$ cat src/rtl/riscv_lsu_pkg.sv
// Shared definitions for the load/store unit: RV32I width codes, FSM states, data width.
package riscv_lsu_pkg;

   localparam int unsigned WORD_W = 32;

   localparam logic [2:0] F3_B  = 3'b000;
   localparam logic [2:0] F3_H  = 3'b001;
   localparam logic [2:0] F3_W  = 3'b010;
   localparam logic [2:0] F3_BU = 3'b100;
   localparam logic [2:0] F3_HU = 3'b101;

   typedef enum logic [1:0] {
      IDLE = 2'd0,
      RD   = 2'd1,
      WR   = 2'd2,
      RESP = 2'd3
   } lsu_state_t;

endpackage

$ cat src/rtl/riscv_lsu_align.sv
// Combinational lane logic: load extraction/extension, sub-word store merge, error decode.
module riscv_lsu_align
   import riscv_lsu_pkg::*;
(
   input  logic              i_we,
   input  logic [2:0]        i_funct3,
   input  logic [1:0]        i_addr,
   input  logic [WORD_W-1:0] i_rdata,
   input  logic [WORD_W-1:0] i_wdata,
   output logic [WORD_W-1:0] o_load,
   output logic [WORD_W-1:0] o_merged,
   output logic              o_misaligned,
   output logic              o_illegal
);

   logic [4:0]  w_sh;
   logic [7:0]  w_byte;
   logic [15:0] w_half;
   logic        w_mis_raw;

   assign w_sh   = {i_addr, 3'b000};
   assign w_byte = i_rdata[w_sh +: 8];
   assign w_half = i_addr[1] ? i_rdata[31:16] : i_rdata[15:0];

   always_comb begin
      o_illegal = 1'b1;
      w_mis_raw = 1'b0;
      case (i_funct3)
         F3_B, F3_H, F3_W: o_illegal = 1'b0;
         F3_BU, F3_HU:     o_illegal = i_we;
         default:          o_illegal = 1'b1;
      endcase
      case (i_funct3)
         F3_H, F3_HU: w_mis_raw = i_addr[0];
         F3_W:        w_mis_raw = |i_addr;
         default:     w_mis_raw = 1'b0;
      endcase
      // an illegal code never also reports misalignment
      o_misaligned = w_mis_raw & ~o_illegal;
   end

   always_comb begin
      o_load = '0;
      case (i_funct3)
         F3_B:    o_load = {{24{w_byte[7]}}, w_byte};
         F3_H:    o_load = {{16{w_half[15]}}, w_half};
         F3_W:    o_load = i_rdata;
         F3_BU:   o_load = {24'h0, w_byte};
         F3_HU:   o_load = {16'h0, w_half};
         default: o_load = '0;
      endcase
   end

   always_comb begin
      o_merged = i_rdata;
      case (i_funct3)
         F3_B: o_merged[w_sh +: 8] = i_wdata[7:0];
         F3_H: begin
            if (i_addr[1]) o_merged[31:16] = i_wdata[15:0];
            else           o_merged[15:0]  = i_wdata[15:0];
         end
         default: o_merged = i_wdata;
      endcase
   end

endmodule

$ cat src/rtl/riscv_lsu.sv
// Load/store unit FSM: one request at a time, sub-word stores as read-modify-write.
module riscv_lsu
   import riscv_lsu_pkg::*;
#(
   parameter int unsigned       ADDR_W      = 5,
   parameter logic [WORD_W-1:0] RESET_RDATA = '0
) (
   input  logic              clk,
   input  logic              rst_n,
   input  logic              req_valid,
   output logic              req_ready,
   input  logic              req_we,
   input  logic [2:0]        req_funct3,
   input  logic [31:0]       req_addr,
   input  logic [31:0]       req_wdata,
   output logic              resp_valid,
   input  logic              resp_ready,
   output logic [31:0]       resp_rdata,
   output logic              resp_misaligned,
   output logic              resp_illegal,
   output logic [ADDR_W-1:0] mem_addr,
   output logic              mem_re,
   output logic              mem_we,
   output logic [31:0]       mem_wdata,
   input  logic [31:0]       mem_rdata
);

   lsu_state_t        r_state;
   logic              r_we;
   logic [2:0]        r_funct3;
   logic [1:0]        r_lane;
   logic [WORD_W-1:0] r_wdata;
   logic              r_req_ready, r_resp_valid, r_misaligned, r_illegal;
   logic              r_mem_re, r_mem_we;
   logic [WORD_W-1:0] r_rdata, r_mem_wdata;
   logic [ADDR_W-1:0] r_mem_addr;

   logic              w_idle, w_we, w_misaligned, w_illegal;
   logic [2:0]        w_funct3;
   logic [1:0]        w_lane;
   logic [WORD_W-1:0] w_load, w_merged;
   logic              w_unused_addr;

   // in IDLE the aligner checks the incoming request, afterwards the latched one
   assign w_idle        = (r_state == IDLE);
   assign w_we          = w_idle ? req_we        : r_we;
   assign w_funct3      = w_idle ? req_funct3    : r_funct3;
   assign w_lane        = w_idle ? req_addr[1:0] : r_lane;
   assign w_unused_addr = ^req_addr[31:ADDR_W+2];

   riscv_lsu_align u_align (
      .i_we         (w_we),
      .i_funct3     (w_funct3),
      .i_addr       (w_lane),
      .i_rdata      (mem_rdata),
      .i_wdata      (r_wdata),
      .o_load       (w_load),
      .o_merged     (w_merged),
      .o_misaligned (w_misaligned),
      .o_illegal    (w_illegal)
   );

   always_ff @(posedge clk or negedge rst_n) begin
      if (!rst_n) begin
         r_state      <= IDLE;
         r_we         <= 1'b0;
         r_funct3     <= '0;
         r_lane       <= '0;
         r_wdata      <= '0;
         r_req_ready  <= 1'b1;
         r_resp_valid <= 1'b0;
         r_misaligned <= 1'b0;
         r_illegal    <= 1'b0;
         r_mem_re     <= 1'b0;
         r_mem_we     <= 1'b0;
         r_rdata      <= RESET_RDATA;
         r_mem_wdata  <= '0;
         r_mem_addr   <= '0;
      end else begin
         case (r_state)
            IDLE: begin
               if (req_valid) begin
                  r_we         <= req_we;
                  r_funct3     <= req_funct3;
                  r_lane       <= req_addr[1:0];
                  r_wdata      <= req_wdata;
                  r_mem_addr   <= req_addr[ADDR_W+1:2];
                  r_misaligned <= w_misaligned;
                  r_illegal    <= w_illegal;
                  r_req_ready  <= 1'b0;
                  if (w_misaligned || w_illegal) begin
                     r_state      <= RESP;
                     r_resp_valid <= 1'b1;
                     r_rdata      <= '0;
                  end else if (!req_we || req_funct3 != F3_W) begin
                     r_state  <= RD;
                     r_mem_re <= 1'b1;
                  end else begin
                     r_state     <= WR;
                     r_mem_we    <= 1'b1;
                     r_mem_wdata <= req_wdata;
                  end
               end
            end
            RD: begin
               r_mem_re <= 1'b0;
               if (r_we) begin
                  r_state     <= WR;
                  r_mem_we    <= 1'b1;
                  r_mem_wdata <= w_merged;
               end else begin
                  r_state      <= RESP;
                  r_resp_valid <= 1'b1;
                  r_rdata      <= w_load;
               end
            end
            WR: begin
               r_mem_we     <= 1'b0;
               r_state      <= RESP;
               r_resp_valid <= 1'b1;
               r_rdata      <= '0;
            end
            RESP: begin
               if (resp_ready) begin
                  r_state      <= IDLE;
                  r_resp_valid <= 1'b0;
                  r_req_ready  <= 1'b1;
                  r_rdata      <= RESET_RDATA;
               end
            end
            default: r_state <= IDLE;
         endcase
      end
   end

   assign req_ready       = r_req_ready;
   assign resp_valid      = r_resp_valid;
   assign resp_rdata      = r_rdata;
   assign resp_misaligned = r_misaligned;
   assign resp_illegal    = r_illegal;
   assign mem_addr        = r_mem_addr;
   assign mem_re          = r_mem_re;
   assign mem_we          = r_mem_we;
   assign mem_wdata       = r_mem_wdata;

endmodule

$ cat config.mk
export PLATFORM = sky130hd
export DESIGN_NAME = riscv_lsu
export DESIGN_NICKNAME = d
export VERILOG_FILES = /design/src/rtl/riscv_lsu_pkg.sv /design/src/rtl/riscv_lsu_align.sv /design/src/rtl/riscv_lsu.sv
export SDC_FILE = /design/constraint.sdc
export NUM_CORES = 1
export LEC_CHECK = 0
export BUFFER_PORTS_ARGS = -buffer_cell sky130_fd_sc_hd__buf_2
export CORE_AREA = 8 8 153 112
export CTS_BUF_LIST = sky130_fd_sc_hd__clkbuf_2 sky130_fd_sc_hd__clkbuf_4 sky130_fd_sc_hd__clkbuf_8
export DETAILED_ROUTE_END_ITERATION = 6
export DIE_AREA = 0 0 161 120
export GPL_TIMING_DRIVEN = 0
export PLACE_DENSITY = 0.7
export SETUP_SLACK_MARGIN = 0.1
export SLEW_MARGIN = 20
export SYNTH_ARGS = -nofsm -noshare
export SYNTH_HDL_FRONTEND = slang
export SYNTH_SLANG_ARGS = --single-unit
export TNS_END_PERCENT = 100
$ cat constraint.sdc
create_clock -name clk -period 4.1 [get_ports clk]
set_clock_uncertainty 0.2 [all_clocks]
set_input_delay 0.41 -clock clk [delete_from_list [all_inputs] [get_ports clk]]
set_output_delay 0.41 -clock clk [all_outputs]
set_load 0.01 [all_outputs]
==> Word-level counts from Yosys, hierarchy flattened <==
Cells that the tools add are included.
{ "totals": {"reg_bits": 115, "inputBits": 104, "output_inout_bits": 75, "elab_cells": 99} }
{ "classes": {"add_sub_neg": 1, "n_eq_ne": 16, "shifts": 3, "muxes": 44, "bitwise": 2, "reduce_logical": 19} }
{ "op_table": {"columns": ["operator", "n"], "rows": [
  ["2-to-1 mux 32 bit", 8],
  ["case mux 32 bit (5 select lines)", 1],
  ["case mux 32 bit (2 select lines)", 2],
  ["case mux 32 bit (4 select lines)", 1],
  ["2-to-1 mux 16 bit", 3],
  ["bitwise mux 32 bit", 1],
  ["variable shift 8 x 7 -> 32 bit (first input constant)", 1],
  ["indexed part select 32 x 6 -> 8 bit", 1],
  ["indexed part select 8 x 7 -> 32 bit", 1],
  ["2-to-1 mux 1 bit", 15],
  ["!= test 2 bit (second input constant)", 6],
  ["2-to-1 mux 2 bit", 5],
  ["AND reduction 5 bit", 2],
  ["case mux 1 bit (2 select lines)", 4],
  ["case mux 2 bit (4 select lines)", 1],
  ["AND reduction 4 bit", 2],
  ["negation 5 -> 7 bit", 1],
  ["equality test 3 bit (second input constant)", 2],
  ["OR reduction 2 bit", 3],
  ["equality test 2 bit (second input constant)", 2],
  ["!= test 2 x 1 -> 1 bit (second input constant)", 2],
  ["case mux 1 bit (4 select lines)", 1],
  ["AND reduction 2 bit", 2],
  ["nonzero test 2 bit", 2],
  ["15 further kinds", 16]
]} }

==> Depth between registers and ports, before layout <==
{ "depth": {"ltp_word": 11, "ltp_mapped": 14, "mapped_depth_nobuf": 10} }

==> Hierarchy <==
A second synthesis with hierarchy kept.
{ "unflattened": {"hier_cells": 612, "hier_area_um2": 6663.9} }
{ "modules_own_cells": {"columns": ["mod", "instances", "cells_each", "area_per_inst_um2", "seq_area_each_um2"], "rows": [
  ["riscv_lsu", 1, 387, 5036.1, 2879.0],
  ["riscv_lsu_align", 1, 225, 1627.8, 0.0]
]} }

==> Least setup slack after synthesis <==
No wires, ideal clock.
{ "synth_path": {"kind": "reg2reg", "from": "register r_state[0]", "to": "register r_mem_wdata[10] (netlist: mem_wdata[10])", "setup_time_ns": 0.128, "arrival_time_ns": 2.753, "required_time_ns": 3.772, "slack_ns": 1.020, "stages_incl_launch_ff": 14, "n_path_buf": 4, "synth_period_minus_slack_ns": 3.080, "cell_sequence": "dfrtp_1 inv_1 ha_1 buf_6 mux2i_4 clkbuf_1 ha_1 nand2_1 nor3_1 a21oi_1 or2_1 clkbuf_1 buf_2 mux2_1"} }
{ "synth_via": {"elab_chain_len": 10, "elab_cells_between_ends": 33, "cone_classes": "add/sub: 1; eq/ne: 9; shift: 2; mux: 10; bitwise: 2; reduce/logical: 9"} }
{ "synth_rtl": {"columns": ["element", "line", "text"], "rows": [
  ["start: declaration", "riscv_lsu.sv:28", "lsu_state_t r_state;"],
  ["start signal: assignment", "riscv_lsu.sv:65", "r_state <= IDLE;"],
  ["start signal: assignment", "riscv_lsu.sv:92", "r_state <= RESP;"],
  ["start signal: assignment", "riscv_lsu.sv:96", "r_state <= RD;"],
  ["branches (longest 10 deep; another with negation 5 -> 7 bit)", null, null],
  ["end signal: assignment", "riscv_lsu.sv:101", "r_mem_wdata <= req_wdata;"],
  ["end signal: assignment", "riscv_lsu.sv:110", "r_mem_wdata <= w_merged;"],
  ["end: declaration", "riscv_lsu.sv:35", "logic [WORD_W-1:0] r_rdata, r_mem_wdata;"]
]} }
Parallel ways; which one is timed is not known. The select of a mux whose other input is x is not followed.
A chain may end at the register's enable or synchronous reset.

==> Worst setup path in the final report <==
{ "layout_path": {"from": "register r_state[0]", "to": "register r_mem_wdata[25] (netlist: mem_wdata[25])"} }
The elaborated chain is that of the path after synthesis.

==> flow_summary.toml <==
[outcome]
status = "completed"

[route]
vias = 6386
routed_wl_mm = 23.69
detail_route.wl_per_cell_um = 22.65
viasPerCell = 6.105
drc = 0
final_antenna_net_count = 0
drtIter0Drc = 774
first_pass_iters = 5

[place]
placedCellCount = 1006
gp_congestion = 0.9334
dp_hpwl_mm = 17.65
io_buffers = 151
dpl_worst_slack_ns = 0.3976

[finish]
drive_gt1_share_pct = 33.10
diodes = 0
nets = 944
layout.cells.non_filler = 1046
area_growth_pct = 23.77

[setup_path]
start_kind = "flop"
end_kind = "flop"
criticalPathCategory = "reg2reg"
worstPathRequired_ns = 4.21
cp_max_fo = 11
arrival_ns = 3.87

[sta]
hold_slack_ns = 0.008369
timing.final.ws_setup_ns = 0.3402
fin_crit_ns = 3.760
rsz0062_at_grt = "no"
slew_headroom_pct = 33.20
report.final.setup_viol = 0
tightest_slew_ns = 0.9864
fmax_ghz = 0.2660
period_share_pct = 91.70
tns_ns = 0
finalHoldViolations = 0
slew_violations = 0

[global_route]
grt_pass1_wl_mm = 36.60
track_usage_pct = 24.09
grt_pass1_vias = 6286
overflow = 0
grt_max_degree = 60
antenna_found_initial = 0

[worst_hold_path]
min_path_type = "in2reg"

[power_and_ir_drop]
p_leak_nw = 3.592
ir_worst_vdd_mv = 0.4547
power.density_nw_per_um2 = 930.3
finalPower_mw = 7.504

[yosys]
synth.most_common_cell = "dfrtp_1"
synth_area_leaders = "dfrtp_1, mux2_2, nand2_1, a221o_1, a221oi_1"
yosysSeqAreaShare_pct = 44.17
ys_ff_latch = 115
syn_avg_cell_area_um2 = 9.966
synth_area_um2 = 6518
synthArstFlopShare_pct = 100.0
synth-main-ff-cell = "dfrtp_1"
ys_types = 72
synth_top_cell_area_share_pct = 43.77
ys_warn_count = 0
synth_fp_nets = 765
synth_top_cell_by_area = "dfrtp_1"
synth_commonest_cells = "dfrtp_1, nand2_1, mux2_2, a21oi_1, nor2_1"
synth_edf_count = 0
synth_cells = 654

[clock_network]
cts.path.max_buffers = 2
cts-buffers-inserted = 17
cts.htree.levels = 4
clock-sinks = 115
cts_setup_buffers = 0
cts_tree = "built"
clk_pin_slew_ns = 0.08
clock-root-buffer = "clkbuf_8"
clk_latency_ns = 0.45

[floorplanning]
row_count = 38
start_util_pct = 43.66
pin_count = 179
die_area_um2 = 19320
core_area_um2 = 14930
die_w_um = 161
die_h_um = 120

[run]
maxCapViolations = 0
## flip-flops by register name, indices dropped and copies added, names as in the netlist, 2 cells and up
signal,count
mem_wdata,32
r_wdata,32
resp_rdata,32
mem_addr,5
r_funct3,3
r_lane,2
r_state,2
## worst paths after layout
check	slack, ns	cells past startpoint	startpoint	to
worst max-delay path	0.34	12	r_state[0]	mem_wdata[25]
worst min-delay path	0.008	2	req_wdata[16]	r_wdata[16]
worst max register to register	0.34	12	r_state[0]	mem_wdata[25]
worst min register to register	0.28	2	resp_rdata[5]	resp_rdata[5]
max in group asynchronous	2.71	3	rst_n	req_ready
min in group asynchronous	0.30	2	rst_n	resp_rdata[22]
## metrics by stage
stage | utilization, % | cell area, µm²
after floorplan | - | 6518
after global placement | 50.39 | 7523
after detailed placement | 50.62 | 7557
after CTS | 54.01 | 8063
after global routing | 54.03 | 8066
final | 54.03 | 8066
## layout by cell type, fill, tap and decap left out, types with 8 or more instances in the layout
| cell | instances |
|---|---|
| a211oi_1 | 10 |
| a21oi_1 | 35 |
| a221o_1 | 25 |
| a221oi_1 | 26 |
| a22oi_1 | 8 |
| a31oi_1 | 9 |
| a41oi_1 | 8 |
| buf_2 | 164 |
| buf_6 | 8 |
| clkbuf_1 | 25 |
| clkbuf_8 | 18 |
| dfrtp_1 | 114 |
| dlygate4sd3_1 | 8 |
| inv_1 | 16 |
| mux2_2 | 46 |
| nand2_1 | 84 |
| nand4_1 | 8 |
| nor2_1 | 34 |
| nor2b_1 | 13 |
| nor4_1 | 8 |
| o21ai_0 | 30 |
| o21ai_1 | 19 |
| o31ai_1 | 18 |
## worst max-delay path, cell delays in order, from the launching register on
cell and delay (ns):
dfrtp_1 0.42, inv_1 0.09, ha_1 0.16, buf_6 0.15, mux2i_4 0.38, clkbuf_1 0.45
ha_1 0.35, nor2b_1 0.14, buf_1 0.21, nand4_1 0.15, a21oi_1 0.09, a2111oi_0 0.66
o31ai_1 0.16
## kinds of logic (layout without fill, tap and decap cells)
logic type               Yosys count  after routing  share of synthesized area (%)
multiplexers                      57             57                          10.08
AND/OR/NAND/NOR                  175            175                          13.00
flip-flops                       115            115                          44.17
buffers and inverters             70            262                          5.299
adder cells (fa/ha/maj)            7              7                          1.344
AO/OA/AOI/OAI                    230            230                          26.11
## where the power goes
group          total (mW)  internal [mW]  switching [mW]
clock network        1.16          0.625           0.534
logic                4.23           1.63            2.61
registers            2.11           1.69           0.419
## layer usage
| metal | vias up | global-route usage (%) | share of wire (%) |
|---|---|---|---|
| met3 | 40 | 6.500 | 12 |
| li1 | 2851 | - | - |
| met4 | 0 | 6.344 | 1.4 |
| met1 | 3102 | 35.26 | 45 |
| met5 | - | 0 | 0 |
| met2 | 393 | 34.35 | 42 |
## repair_timing
| action | 4_1_cts | 5_1_grt |
|---|---|---|
| gates resized for setup | 0 | 2 |
| setup endpoints to repair | 0 | 3 |
| hold endpoints to repair | 63 | 0 |
| hold buffers | 8 | 0 |
## layout make-up
class                      instances  area [µm²]
buffer                            51       272.8
clock buffer                      18       247.7
timing repair buffer             160       869.6
clock inverter                    14       177.7
inverter                          19       72.57
fill                            1404        6863
multi-input combinational        469        3297
tap                              200       250.2
sequential                       115        2879
Note: power is estimated with default switching activity, not from simulation.
